==> src/rtl/sev_seg_pkg.sv <==
// Shared constants for the 7-segment readback decoder: active-low segment patterns,
// segment bit positions within seg[6:0] = {A,B,C,D,E,F,G}, and the scan FSM state type.
package sev_seg_pkg;

  localparam int SEG_W = 7;

  localparam int SEG_A = 6;
  localparam int SEG_B = 5;
  localparam int SEG_C = 4;
  localparam int SEG_D = 3;
  localparam int SEG_E = 2;
  localparam int SEG_F = 1;
  localparam int SEG_G = 0;

  localparam logic [SEG_W-1:0] PAT_0     = 7'b0000001;
  localparam logic [SEG_W-1:0] PAT_1     = 7'b1001111;
  localparam logic [SEG_W-1:0] PAT_2     = 7'b0010010;
  localparam logic [SEG_W-1:0] PAT_3     = 7'b0000110;
  localparam logic [SEG_W-1:0] PAT_4     = 7'b1001100;
  localparam logic [SEG_W-1:0] PAT_5     = 7'b0100100;
  localparam logic [SEG_W-1:0] PAT_6     = 7'b0100000;
  localparam logic [SEG_W-1:0] PAT_7     = 7'b0001111;
  localparam logic [SEG_W-1:0] PAT_8     = 7'b0000000;
  localparam logic [SEG_W-1:0] PAT_9     = 7'b0000100;
  localparam logic [SEG_W-1:0] PAT_A     = 7'b0001000;
  localparam logic [SEG_W-1:0] PAT_B     = 7'b1100000;
  localparam logic [SEG_W-1:0] PAT_C     = 7'b0110001;
  localparam logic [SEG_W-1:0] PAT_D     = 7'b1000010;
  localparam logic [SEG_W-1:0] PAT_E     = 7'b0110000;
  localparam logic [SEG_W-1:0] PAT_F     = 7'b0111000;
  localparam logic [SEG_W-1:0] PAT_BLANK = 7'b1111111;

  typedef enum logic {
    ST_SCAN = 1'b0,
    ST_HOLD = 1'b1
  } scan_state_t;

endpackage

==> src/rtl/sev_seg_pattern_decode.sv <==
// Combinational active-low segment pattern -> {value, blank, invalid}.
// Hex letters A..F decode only when SEV_SEG_HEX_DECODE_EN is defined; otherwise they are invalid.
module sev_seg_pattern_decode
  import sev_seg_pkg::*;
(
  input  logic [SEG_W-1:0] seg,
  output logic [3:0]       value,
  output logic             blank,
  output logic             invalid
);

  always_comb begin
    value   = 4'd0;
    blank   = 1'b0;
    invalid = 1'b0;
    case (seg)
      PAT_0:     value = 4'd0;
      PAT_1:     value = 4'd1;
      PAT_2:     value = 4'd2;
      PAT_3:     value = 4'd3;
      PAT_4:     value = 4'd4;
      PAT_5:     value = 4'd5;
      PAT_6:     value = 4'd6;
      PAT_7:     value = 4'd7;
      PAT_8:     value = 4'd8;
      PAT_9:     value = 4'd9;
      PAT_BLANK: blank = 1'b1;
`ifdef SEV_SEG_HEX_DECODE_EN
      PAT_A:     value = 4'hA;
      PAT_B:     value = 4'hB;
      PAT_C:     value = 4'hC;
      PAT_D:     value = 4'hD;
      PAT_E:     value = 4'hE;
      PAT_F:     value = 4'hF;
`else
      PAT_A, PAT_B, PAT_C, PAT_D, PAT_E, PAT_F: invalid = 1'b1;
`endif
      default:   invalid = 1'b1;
    endcase
  end

endmodule

==> src/rtl/sev_seg_scan_decoder.sv <==
// Recovers digit values from a multiplexed active-low 7-segment bus and offers whole frames
// on a valid/ready handshake. Optional hex letter decode: SEV_SEG_HEX_DECODE_EN.
module sev_seg_scan_decoder
  import sev_seg_pkg::*;
#(
  parameter int NUM_DIGITS    = 4,
  parameter int STABLE_CYCLES = 8
) (
  input  logic                    Clock,
  input  logic                    nReset,
  input  logic                    SegA,
  input  logic                    SegB,
  input  logic                    SegC,
  input  logic                    SegD,
  input  logic                    SegE,
  input  logic                    SegF,
  input  logic                    SegG,
  input  logic [NUM_DIGITS-1:0]   DigitSel,
  output logic [4*NUM_DIGITS-1:0] FrameData,
  output logic [NUM_DIGITS-1:0]   FrameBlank,
  output logic [NUM_DIGITS-1:0]   FrameInvalid,
  output logic                    FrameValid,
  input  logic                    FrameReady,
  output logic                    Overrun
);

  localparam int IN_W  = NUM_DIGITS + SEG_W;
  localparam int CNT_W = $clog2(STABLE_CYCLES + 1);
  localparam logic [CNT_W-1:0] CNT_SAT = CNT_W'(STABLE_CYCLES);
  localparam logic [CNT_W-1:0] CNT_PRE = CNT_W'(STABLE_CYCLES - 1);

  logic [SEG_W-1:0]      seg_raw;
  logic [IN_W-1:0]       sync1, sync2, prev;
  logic [NUM_DIGITS-1:0] sel_s, slot_hit;
  logic [SEG_W-1:0]      seg_s;
  logic                  sel_onehot, same, stable_ok, capture;
  logic [CNT_W-1:0]      cnt;

  logic [3:0] dec_value;
  logic       dec_blank, dec_invalid;

  logic [4*NUM_DIGITS-1:0] sh_data, mg_data;
  logic [NUM_DIGITS-1:0]   sh_blank, mg_blank, sh_inv, mg_inv;
  logic [NUM_DIGITS-1:0]   mask, mask_merged;
  logic                    frame_done;

  scan_state_t state, state_nxt;
  logic        shadow_we, load_frame, frame_taken, set_ovr;

  always_comb begin
    seg_raw        = '0;
    seg_raw[SEG_A] = SegA;
    seg_raw[SEG_B] = SegB;
    seg_raw[SEG_C] = SegC;
    seg_raw[SEG_D] = SegD;
    seg_raw[SEG_E] = SegE;
    seg_raw[SEG_F] = SegF;
    seg_raw[SEG_G] = SegG;
  end

  always_ff @(posedge Clock or negedge nReset) begin
    if (!nReset) begin
      sync1 <= '0;
      sync2 <= '0;
      prev  <= '0;
    end else begin
      sync1 <= {DigitSel, seg_raw};
      sync2 <= sync1;
      prev  <= sync2;
    end
  end

  assign sel_s      = sync2[IN_W-1:SEG_W];
  assign seg_s      = sync2[SEG_W-1:0];
  assign slot_hit   = ~sel_s;
  assign sel_onehot = $onehot(slot_hit);
  assign same       = (sync2 == prev);
  assign stable_ok  = same && sel_onehot;
  // Fires on the edge the counter reaches saturation, so once per stable interval.
  assign capture    = stable_ok && (cnt == CNT_PRE);

  always_ff @(posedge Clock or negedge nReset) begin
    if (!nReset) begin
      cnt <= '0;
    end else if (!stable_ok) begin
      cnt <= '0;
    end else if (cnt != CNT_SAT) begin
      cnt <= cnt + 1'b1;
    end
  end

  sev_seg_pattern_decode u_decode (
    .seg     (seg_s),
    .value   (dec_value),
    .blank   (dec_blank),
    .invalid (dec_invalid)
  );

  // Shadow contents with the current capture folded in; feeds both shadow and frame loads.
  always_comb begin
    mg_data  = sh_data;
    mg_blank = sh_blank;
    mg_inv   = sh_inv;
    for (int i = 0; i < NUM_DIGITS; i++) begin
      if (slot_hit[i]) begin
        mg_data[4*i +: 4] = dec_value;
        mg_blank[i]       = dec_blank;
        mg_inv[i]         = dec_invalid;
      end
    end
  end

  assign mask_merged = mask | slot_hit;
  assign frame_done  = &mask_merged;

  always_ff @(posedge Clock or negedge nReset) begin
    if (!nReset) state <= ST_SCAN;
    else         state <= state_nxt;
  end

  always_comb begin
    state_nxt = state;
    case (state)
      ST_SCAN: if (capture && frame_done)      state_nxt = ST_HOLD;
      ST_HOLD: if (FrameValid && FrameReady)   state_nxt = ST_SCAN;
      default:                                 state_nxt = ST_SCAN;
    endcase
  end

  always_comb begin
    shadow_we   = 1'b0;
    load_frame  = 1'b0;
    frame_taken = 1'b0;
    set_ovr     = 1'b0;
    case (state)
      ST_SCAN: begin
        shadow_we  = capture;
        load_frame = capture && frame_done;
      end
      ST_HOLD: begin
        frame_taken = FrameValid && FrameReady;
        set_ovr     = capture;
      end
      default: ;
    endcase
  end

  always_ff @(posedge Clock or negedge nReset) begin
    if (!nReset) begin
      sh_data      <= '0;
      sh_blank     <= '0;
      sh_inv       <= '0;
      mask         <= '0;
      FrameData    <= '0;
      FrameBlank   <= '0;
      FrameInvalid <= '0;
      FrameValid   <= 1'b0;
      Overrun      <= 1'b0;
    end else begin
      if (shadow_we) begin
        sh_data  <= mg_data;
        sh_blank <= mg_blank;
        sh_inv   <= mg_inv;
        mask     <= load_frame ? '0 : mask_merged;
      end
      if (load_frame) begin
        FrameData    <= mg_data;
        FrameBlank   <= mg_blank;
        FrameInvalid <= mg_inv;
        FrameValid   <= 1'b1;
      end
      if (frame_taken) FrameValid <= 1'b0;
      if (set_ovr)     Overrun    <= 1'b1;
    end
  end

endmodule

==> config.mk <==
export PLATFORM = sky130hd
export DESIGN_NAME = sev_seg_scan_decoder
export DESIGN_NICKNAME = d
export VERILOG_FILES = /design/src/rtl/sev_seg_pkg.sv /design/src/rtl/sev_seg_pattern_decode.sv /design/src/rtl/sev_seg_scan_decoder.sv
export SDC_FILE = /design/constraint.sdc
export NUM_CORES = 1
export LEC_CHECK = 0
export BUFFER_PORTS_ARGS = -buffer_cell sky130_fd_sc_hd__buf_2
export CAP_MARGIN = 5
export CORE_AREA = 2 2 102 104
export CTS_BUF_LIST = sky130_fd_sc_hd__clkbuf_2
export CTS_CLUSTER_DIAMETER = 200
export DETAILED_ROUTE_END_ITERATION = 8
export DIE_AREA = 0 0 104 106
export MAX_ROUTING_LAYER = met4
export PLACE_DENSITY = 0.55
export SYNTH_ARGS = -nofsm -noshare
export SYNTH_HDL_FRONTEND = slang
export SYNTH_SLANG_ARGS = --single-unit
==> constraint.sdc <==
create_clock -name Clock -period 9.9 [get_ports Clock]
set_input_delay 1.98 -clock Clock [delete_from_list [all_inputs] [get_ports Clock]]
set_output_delay 1.98 -clock Clock [all_outputs]
set_load 0.01 [all_outputs]
==> reports/qor.txt <==
top post-synthesis cells by area -> dfrtp_1 (60%), mux2_2 (11%), nand2_1 (2.5%)
sw frac -> 22.83%
main combinational cell family by area after synthesis -> multiplexers
TritonCTS Sinks -> 92
die area -> 11020 um2
share of layout cells above drive strength 1 -> 28.45%
DIE WIDTH -> 104 um
part of the power in registers -> 59.9%
worst slew pin tran -> 0.9829 ns
fin. max-slew vios -> 0
Synth Net Count -> 329
Routability Congestion -> 0.7921
Resized Gates After CTS -> 0
Final min period -> 4.326 ns
EDFF count, synth -> 0
DR WL/cell -> 15.41 um
Compound-Gate Fraction of Synth Area -> 7.004%
total power -> 655.4 uW
synthesized area -> 3859 um2
Cell Pwr Density -> 152.4 nW/um2
Distinct cells, synth -> 45
clk buf depth -> 2
RSZ-0062 raised after global routing -> false
post-route cell area -> 4299 um2
Root Buffer Master -> clkbuf_2
H-Tree Depth -> 3
Worst Reg-to-Reg Cells -> 10
Sw Pwr -> 149.6 uW
Die Y -> 106 um
syn avg cell area -> 12.45 um2
Reg clk slew, reported paths -> 0.22 ns
hpwl dp -> 5.015 mm
number of DRC markers in iteration 0 -> 108
Post-Synth Simple-Gate Area -> 9.565%
initial antenna violation count -> 0
global-route wire length before repair -> 12.21 mm
Critical Path End Type -> flip-flop
Via Count -> 2382
Required @ worst endpoint -> 10.34 ns
number of global-route vias before repair -> 2369
Area after DPL -> 4141 um2
status -> completed
Async S/R FF share, synth -> 100.0%
Comb pwr share -> 4.2%
Synth Area in XOR/XNOR -> 3.405%
largest net degree at the start of global routing -> 75
Placeable Area -> 10000 um2
mux contribution to synthesized area -> 14.01%
register bit total from synthesis -> 92
Hold Path Class -> flip-flop to flip-flop
Int Pwr -> 505.7 uW
Initial Util -> 38.59%
Max Cap Viol -> 0
port bufs -> 39
post-CTS setup buffers -> 0
Detailed Routing Iterations Pass 1 -> 4
Post-layout nets -> 362
Tot GR Track Use -> 14.84%
IO Pins -> 40
FP Rows -> 37
max_slew headroom -> 33.97%
Reg2Reg Setup Slack -> 5.57 ns
setup TNS -> 0 ns
Skew-Pair Late Insertion Delay -> 0.54 ns
CP Launch Point -> sync2[7]$_DFF_PN0_
Synth top area share -> 59.66%
CTS tree -> done
CP max FO -> 21
Worst VDD drop -> 69.66 uV
clock skew -> 0.02876 ns
Fin. Hold Viols -> 0
commonest non-fill, non-tap cell in the layout -> dfrtp_1
RR Endpoint -> FrameData[10]$_DFFE_PN0P_
cts hold-fix bufs -> 0
Seq/Total Area, Yosys -> 59.66%
worst r2r src -> sync2[7]$_DFF_PN0_
Max Clock Freq -> 231.1 MHz
Post-route DRC -> 0
Pleak -> 0.002167 uW
vias per inst -> 4.921
commonest cells after routing, fill and taps aside -> dfrtp_1 (92), mux2_2 (38), buf_2 (38), nand2_1 (26), inv_1 (20)
total congestion overflow -> 0
Clk network pwr share -> 36.0%
ANT cells -> 0
total routed wirelength -> 7.459 mm
Critical Path End -> FrameData[10]$_DFFE_PN0P_
CP startpoint kind -> flip-flop
antenna-violating nets left -> 0
Setup CP Type -> flip-flop to flip-flop
Synth area leader -> dfrtp_1
Area growth syn-to-layout -> 11.41%
synthesized instance count -> 310
total CTS buffers -> 9
Synth Flop Type -> dfrtp_1
final setup fails -> 0
fillers -> 996
Synth Warn # -> 0
Final period util -> 43.70%
adder-cell share of the synthesized area -> 1.816%
Worst Path Arrival -> 4.76 ns
## metal layers
metal | part of all wire [%] | vias to the layer above | track usage, %
met3 | 2.9 | 14 | 2.085
met4 | 2.5 | 0 | 7.432
met5 | 0 | - | -
met1 | 49 | 1205 | 19.97
li1 | - | 1115 | -
met2 | 46 | 48 | 22.18
## power by group through the flow
stage	logic (uW)	clock network (uW)	registers, uW
6_report	27.3	236	392
3_3_place_gp	28.0	0	399
3_5_place_dp	28.2	0	399
5_1_grt	31.2	257	394
2_1_floorplan	17.8	0	393
4_1_cts	28.4	242	393
## logic make-up (layout without fill, tap and decap cells)
logic type      Yosys count  in the layout
flops                    92             92
compound gates           39             39
mux                      49             49
buf+inv                  39             77
fa+ha+maj                 5              5
simple gates             71             71
xor+xnor                 15             15
## through the flow
| step | utilization [%] | hold slack (ns) | worst slack (ns) | instances |
|---|---|---|---|---|
| floorplan | - | 0.3312 | 6.572 | 310 |
| global placement | 41.42 | 0.3338 | 5.663 | 468 |
| detailed placement | 41.42 | 0.3347 | 5.567 | 468 |
| CTS | 42.99 | 0.3823 | 5.548 | 484 |
| global route | 42.99 | 0.3970 | 5.252 | 484 |
| finish | 42.99 | 0.3785 | 5.574 | 484 |
## flip-flops by register name, summed over array words and instances, names as in the netlist
signal	count
prev	11
FrameValid	1
cnt	4
sync2	11
FrameInvalid	4
sh_data	16
FrameData	16
FrameBlank	4
state	1
Overrun	1
mask	4
sh_inv	4
sh_blank	4
sync1	11
## synth_stat cells (2+ instances only)
master    number
mux2i_1        9
and3_1         2
buf_6          3
nor3_1         7
nand2_1       26
a22o_1         4
nor2_1         8
or2_1          3
buf_2          5
xnor2_1       10
mux2_2        38
nand2b_1       4
inv_1         20
dfrtp_1       92
o21ai_0       16
nand4_1        3
ha_1           4
nand3_1        4
xor2_1         5
clkbuf_1      10
a21oi_1        5
nand3b_1       2
a21o_1         5
nor4_1         3
mux2_1         2
## how the worst min path moves through the flow
| stage | from | to | slack (ns) | cells past startpoint |
|---|---|---|---|---|
| finish | sync1[5]$_DFF_PN0_ | sync2[5]$_DFF_PN0_ | 0.38 | 0 |
| global route | sync1[6]$_DFF_PN0_ | sync2[6]$_DFF_PN0_ | 0.40 | 0 |
| CTS | sync1[5]$_DFF_PN0_ | sync2[5]$_DFF_PN0_ | 0.38 | 0 |
| detailed placement | sync1[5]$_DFF_PN0_ | sync2[5]$_DFF_PN0_ | 0.33 | 0 |
| global placement | sync1[5]$_DFF_PN0_ | sync2[5]$_DFF_PN0_ | 0.33 | 0 |
| floorplan | sync1[0]$_DFF_PN0_ | sync2[0]$_DFF_PN0_ | 0.33 | 0 |
## critical path, cell delays in order, from the launching register on
cell       delay (ns)
dfrtp_1          0.64
fa_1             0.61
inv_1            0.04
ha_1             0.17
ha_1             0.26
or3b_1           0.39
nor4_2           0.29
nand4bb_1        0.41
a2111oi_4        0.65
buf_4            0.40
mux2_2           0.37
## area by class of cell
| type | count | area [um2] | area share, % |
|---|---|---|---|
| Clock buffer | 12 | 60.06 | 1.397 |
| Clock inverter | 4 | 97.59 | 2.270 |
| Inverter | 20 | 75.07 | 1.746 |
| Multi-Input combinational cell | 179 | 1381 | 32.13 |
| Sequential cell | 92 | 2302 | 53.55 |
| Tap cell | 136 | 170.2 | 3.958 |
| Timing Repair Buffer | 41 | 212.7 | 4.948 |
No activity file was read; power rests on OpenSTA's default activity.
